File: config.mk
export PLATFORM = sky130hd
export DESIGN_NAME = decode_stage
export DESIGN_NICKNAME = d
export VERILOG_FILES = /design/src/rtl/decode_stage.sv
export SDC_FILE = /design/constraint.sdc
export NUM_CORES = 2
export LEC_CHECK = 0
export CORE_ASPECT_RATIO = 0.7
export CORE_UTILIZATION = 35
export CTS_CLUSTER_DIAMETER = 100
export DETAILED_ROUTE_END_ITERATION = 12
export SETUP_SLACK_MARGIN = 0.02
export SYNTH_ARGS = -nofsm -noshare
export SYNTH_HDL_FRONTEND = slang
export SYNTH_SLANG_ARGS = --single-unit
File: constraint.sdc
create_clock -name clk -period 11.4 [get_ports clk]
set_clock_uncertainty 0.05 [all_clocks]
set_input_delay 2.28 -clock clk [delete_from_list [all_inputs] [get_ports clk]]
set_output_delay 2.28 -clock clk [all_outputs]
set_load 0.1 [all_outputs]
File: src/rtl/decode_stage.sv
// LEGv8 single-cycle decode stage: main control decode, immediate generation,
// and a 32x64 register file with combinational reads and edge-triggered writeback.
module decode_stage #(
  parameter int unsigned WORD      = 64,
  parameter int unsigned INSTR_LEN = 32,
  parameter int unsigned NUM_REGS  = 32
) (
  input  logic                 clk,
  input  logic                 reset,
  input  logic [INSTR_LEN-1:0] instruction,
  input  logic [WORD-1:0]      write_data,
  output logic [10:0]          opcode,
  output logic [WORD-1:0]      sign_extended_output,
  output logic                 reg2_loc,
  output logic                 uncondbranch,
  output logic                 branch,
  output logic                 mem_read,
  output logic                 mem_to_reg,
  output logic                 mem_write,
  output logic                 alu_src,
  output logic                 reg_write,
  output logic [1:0]           alu_op,
  output logic [WORD-1:0]      read_data1,
  output logic [WORD-1:0]      read_data2
);

  localparam int unsigned IDX_W = $clog2(NUM_REGS);
  localparam logic [IDX_W-1:0] XZR = IDX_W'(NUM_REGS - 1);

  localparam logic [10:0] OP_ADD  = 11'b10001011000;
  localparam logic [10:0] OP_SUB  = 11'b11001011000;
  localparam logic [10:0] OP_AND  = 11'b10001010000;
  localparam logic [10:0] OP_ORR  = 11'b10101010000;
  localparam logic [10:0] OP_LDUR = 11'b11111000010;
  localparam logic [10:0] OP_STUR = 11'b11111000000;
  localparam logic [7:0]  OP_CBZ  = 8'b10110100;
  localparam logic [5:0]  OP_B    = 6'b000101;

  logic [WORD-1:0]  regs_q [NUM_REGS];
  logic [IDX_W-1:0] rn;
  logic [IDX_W-1:0] rm;
  logic [IDX_W-1:0] rd;

  assign opcode = instruction[31:21];
  assign rn     = instruction[9:5];
  assign rd     = instruction[4:0];
  assign rm     = reg2_loc ? instruction[4:0] : instruction[20:16];

  // Main control and immediate selection; unknown opcodes leave everything zero.
  always_comb begin
    reg2_loc             = 1'b0;
    uncondbranch         = 1'b0;
    branch               = 1'b0;
    mem_read             = 1'b0;
    mem_to_reg           = 1'b0;
    mem_write            = 1'b0;
    alu_src              = 1'b0;
    reg_write            = 1'b0;
    alu_op               = 2'b00;
    sign_extended_output = '0;
    if (opcode inside {OP_ADD, OP_SUB, OP_AND, OP_ORR}) begin
      reg_write            = 1'b1;
      alu_op               = 2'b10;
      sign_extended_output = {{(WORD-6){1'b0}}, instruction[15:10]};
    end else if (opcode == OP_LDUR) begin
      mem_read             = 1'b1;
      mem_to_reg           = 1'b1;
      alu_src              = 1'b1;
      reg_write            = 1'b1;
      sign_extended_output = {{(WORD-9){instruction[20]}}, instruction[20:12]};
    end else if (opcode == OP_STUR) begin
      reg2_loc             = 1'b1;
      alu_src              = 1'b1;
      mem_write            = 1'b1;
      sign_extended_output = {{(WORD-9){instruction[20]}}, instruction[20:12]};
    end else if (opcode[10:3] == OP_CBZ) begin
      reg2_loc             = 1'b1;
      branch               = 1'b1;
      alu_op               = 2'b01;
      sign_extended_output = {{(WORD-19){instruction[23]}}, instruction[23:5]};
    end else if (opcode[10:5] == OP_B) begin
      uncondbranch         = 1'b1;
      sign_extended_output = {{(WORD-26){instruction[25]}}, instruction[25:0]};
    end
  end

  // X31 reads as zero regardless of array contents.
  assign read_data1 = (rn == XZR) ? '0 : regs_q[rn];
  assign read_data2 = (rm == XZR) ? '0 : regs_q[rm];

  // Reset reloads the preset register image and overrides any pending write.
  always_ff @(posedge clk) begin
    if (!reset) begin
      for (int unsigned i = 0; i < NUM_REGS; i++) begin
        regs_q[i] <= '0;
      end
      regs_q[19] <= WORD'(32);
      regs_q[20] <= WORD'(48);
      regs_q[21] <= WORD'(64);
      regs_q[22] <= WORD'(16);
    end else if (reg_write && (rd != XZR)) begin
      regs_q[rd] <= write_data;
    end
  end

endmodule

; ---- Word level (Yosys, flattened, before mapping)
; Memories as Yosys holds them, arrays and structs flattened.
; Cells that the tools add are included.
[word_totals]
ff_bits = 0
latchBits = 0
ramBits = 2048
mem_bits_ro = 0
in_bits = 98
out_inout_bits = 213
elab_cells = 62
n_memories = 1
[memory_table]
columns = name, depth, word_bits, read_ports, rd_clocked_by_memory_dff, wr, line
row1 = regs_q, 32, 64, 2, 0, 32, 39  ; logic [WORD-1:0] regs_q [NUM_REGS];
[op_classes]
n_addsub = 0
multipliers = 0
div = 0
magnitude_cmp = 0
n_eq_ne = 11
n_shift = 0
mux = 43
bitwise_logic = 4
n_reduce_logical = 3
[op_table]
columns = cell, count
row1 = $mux W64, 12
row2 = $eq A11 B11 Y1 const B, 6
row3 = $reduce_or A64 Y1, 1
row4 = $mux W1, 28
row5 = $eq A5 B5 Y1 const B, 2
row6 = $mux W5, 2
row7 = $eq A8 B8 Y1 const B, 1
row8 = $eq A6 B3 Y1 const B, 1
row9 = $ne A5 B5 Y1 const B, 1
row10 = $or A1 B1 Y1, 4
row11 = $reduce_bool A4 Y1, 1
row12 = $mux W2, 1
row13 = $logic_and A1 B1 Y1, 1

; ---- Logic depth before layout (Yosys ltp)
[depth]
word_depth = 9
mapped_depth = 13
ltp_nobuf = 10

; ---- Worst setup path before layout
; OpenSTA, ideal clock, no wires.
[synth_timing]
path_type = input port to flip-flop
start = in instruction[21]
end = mem regs_q[12][0] (enable)
setup_ps = 575
t_arrival_ps = 10547
required_ps = 10775
path_slack_ps = 228
stages = 6
n_path_buf = 1
path_cell_list = or2_2 nor4_2 a21o_1 nand4_1 clkbuf_1 o21ai_0
[synth_lines]
columns = element, line
row1 = "start, declared", 10  ; input logic [INSTR_LEN-1:0] instruction,
row2 = "end, declared", 39

; ---- Worst setup path in the final report
[layout_timing]
start = in instruction[26]
end = out read_data2[27]
[layout_via]
elab_chain_len = 8
elab_cells_between_ends = 16
classes_between = eq/ne (8) / mux (6) / reduce/logical (1) / memory (1)
[layout_rtl]
columns = element, line
row1 = $eq A8 B8 Y1, 76  ; end else if (opcode[10:3] == OP_CBZ) begin
row2 = $mux W1, 76
row3 = $mux W1, 71  ; end else if (opcode == OP_STUR) begin
row4 = $mux W1, 65  ; end else if (opcode == OP_LDUR) begin
row5 = $mux W1 (*), 61  ; if (opcode inside {OP_ADD, OP_SUB, OP_AND, OP_ORR}) begin
row6 = $mux W5 (*), 47  ; assign rm = reg2_loc ? instruction[4:0] : instruction[20:16];
row7 = $mem_v2 Z32 W64 / $eq A5 B5 Y1 (equally long branches), --
row8 = $mux W64 (*), 89  ; assign read_data2 = (rm == XZR) ? '0 : regs_q[rm];
row9 = "end, declared", 24  ; output logic [WORD-1:0] read_data2
; Mark *: on every way between the ends. The rest lies on a longest branch, timed or not.

==> impl_metrics.yaml <==
outcome:
  status: "complete, but fails checks"
  failed_checks: "max-capacitance violations, max-slew violations"
cells_and_area:
  largest_reg_flops: 2048
  nets: 8073
  drive_gt1_share_pct: 18.2
  regMostFlops: "regs_q"
  final_cells: 12300
  finish.utilization_pct: 39.8
  reg.largest.list: "regs_q (2048)"
  areaGrowthSynthToFinish_pct: 12.8
  fillCellCount: 28600
global_routing:
  antenna_found_initial: 63
  grt_max_degree: 114
  grt_pass1_vias: 73200
  grt_usage_pct: 27.0
  grt-ovfl-total: 0
  grt_pass1_wl_um: 603000
cts:
  cts.path.max_buffers: 4
  htree_levels: 4
  cts_resized: 0
  cts_tree: "done"
  cts_root_buf: "clkbuf_16"
  clock_sinks: 2048
  ctsHoldBuffers: 0
  cts_setup_buffers: 0
  cts_buffers: 200
  cts.clk_slew.worst_paths_ns: 0.06
synthesis:
  synthTopCellsByCount: "edfxtp_1 (2048), and2_1 (1984), mux4_2 (785), nand2_1 (709), clkbuf_1 (593)"
  synth.most_common_cell: "edfxtp_1"
  ys_async_sr_fraction_pct: 0
  synth_edf_count: 2048
  synth_top_area_cell: "edfxtp_1"
  synth_top_cell_area_share_pct: 56.0
  synthDistinctLibCells: 55
  synth.top_cells.by_area: "edfxtp_1 (56%), mux4_2 (16%), and2_1 (11%), nand2_1 (2.4%), mux2i_1 (2.3%)"
  ys.flop_type: "edfxtp_1"
  netlist_area_um2: 110000
  syn_avg_cell_area_um2: 13.6
  yosys_warnings: 0
  ys_seq_area_share_pct: 56.0
  ys_seq_elements: 2048
  synthCells: 8098
setup_path:
  cp_num_buf_inv: 5
  slowest_stage: "buf_4"
  critPathMostFrequentCell: "inv_2"
  path_class: "input port to output pin"
  end_kind: "output pin"
  cp.arrival_ns: 7.76
  cp_max_fo: 72
  cpPeakStageDelay_ns: 0.87
  crit_chain: "clkdlybuf4s50_1 > nor4bb_1 > nand3_1 > inv_2 > nor2_1 > inv_2 > mux2_8 > buf_4 > mux4_2 > a22oi_1 > nand4_1 > buf_12"
  start_kind: "input port"
  crit_family: "buffers and inverters"
  worst_ep_required_time_ns: 9.07
hold_path:
  hold_path.class: "input port to flop"
floorplanning:
  row_count: 171
  io_pins: 311
  core_um2: 311000
  fp.dieW_um: 671
  dieHeight_um: 471
  initial_utilization_pct: 35.3
  die_area_um2: 316000
place:
  pre_cts_ws_ns: 1.55
  globalplace.congestion: 0.894
  dp_cells: 11900
  hpwl_um: 244000
  port_buffers: 310
sta:
  worst_pin_slew_ns: 1.51
  fmax_ghz: 0.0991
  fin_setup_tns_ns: 0
  rsz0062_at_grt: "no"
  slew_violations: 22
  worst_slack_ns: 1.31
  fin_crit_ns: 10.09
  hold_viol_final: 0
  relSlewSlack_pct: -0.656
  finalCritPeriodShare_pct: 88.5
  finalSetupViolCount: 0
drt:
  first_pass_iters: 7
  routed_wl_um: 441000
  via_per_inst: 6.35
  drc: 0
  drtIter0Drc: 16200
  vias: 78200
  ant_nets: 0
  wl_per_cell_um: 35.8
job:
  max_cap_viol_count: 1
power_and_ir_drop:
  cellPowerDensity_nw_per_um2: 150
  peakVddDrop_uv: 125
  total_leakage_power_uw: 0.0424
[stage by stage]
stage	instance area, um2	hold slack (ns)	total power [uW]
2_1_floorplan	110000	2.41	10900
3_3_place_gp	117000	3.10	11900
3_5_place_dp	117000	3.09	11900
4_1_cts	124000	2.15	18500
5_1_grt	124000	2.19	19000
6_report	124000	2.21	18600
[area by class of cell]
class,instances,area [um2],area share [%]
antenna,32,80.1,0.0647
tap,4152,5190,4.20
timing repair buffer,522,5510,4.45
clock inverter,109,987,0.798
multi-input combinational,5195,45200,36.6
sequential,2048,61500,49.7
inverter,8,36.3,0.0293
clock buffer,242,5230,4.22
[placed cells by master, fill, tap and decap left out, types with 33 or more instances in the layout]
cell / Yosys / layout
edfxtp_1: 2048 / 2048
and2_1: 1984 / 1981
mux4_2: 785 / 785
nand2_1: 709 / 704
a21oi_1: 293 / 293
mux2i_1: 249 / 248
clkdlybuf4s50_1: 0 / 239
clkbuf_16: 0 / 203
buf_4: 80 / 201
a31oi_1: 189 / 189
a211oi_1: 179 / 179
a22oi_1: 145 / 145
and3_1: 116 / 116
buf_12: 0 / 77
o21ai_0: 102 / 71
nor2_1: 104 / 70
conb_1: 1 / 64
nand4_1: 62 / 62
clkinv_1: 0 / 49
nand3_1: 50 / 48
a221oi_2: 40 / 40
a221oi_1: 40 / 40
nor2_4: 0 / 39
clkbuf_1: 593 / 39
clkinv_2: 1 / 33
o21ai_4: 0 / 33
[per-layer routing]
layer,up-vias,GRT usage (%),wire length (um)
met2,7139,37.9,182000
met5,-,0.302,334
met3,1060,9.46,70300
met1,39800,38.1,168000
met4,30,10.6,19800
li1,30200,-,-
[logic make-up after synthesis]
kind of cell | count (synthesis) | synth area share (%)
muxes | 1039 | 18.4
AOI/OAI and AO/OA | 1022 | 6.22
DFF | 2048 | 56.0
buffers and inverters | 918 | 3.68
and+or+nand+nor | 3070 | 15.6
other | 1 | 0.00342
[path summary, 6_finish.rpt]
kind	end	cells after the start	slack, ns	from
worst min-delay path	regs_q[29][3]	2	2.21	reset
worst max-delay path	read_data2[27]	12	1.31	instruction[26]
[power by group]
group	switching, uW	internal, uW
combinational	2030	929
clock	3070	3670
sequential	208	8660
total	5300	13300
(Power assumes the default switching activity.)
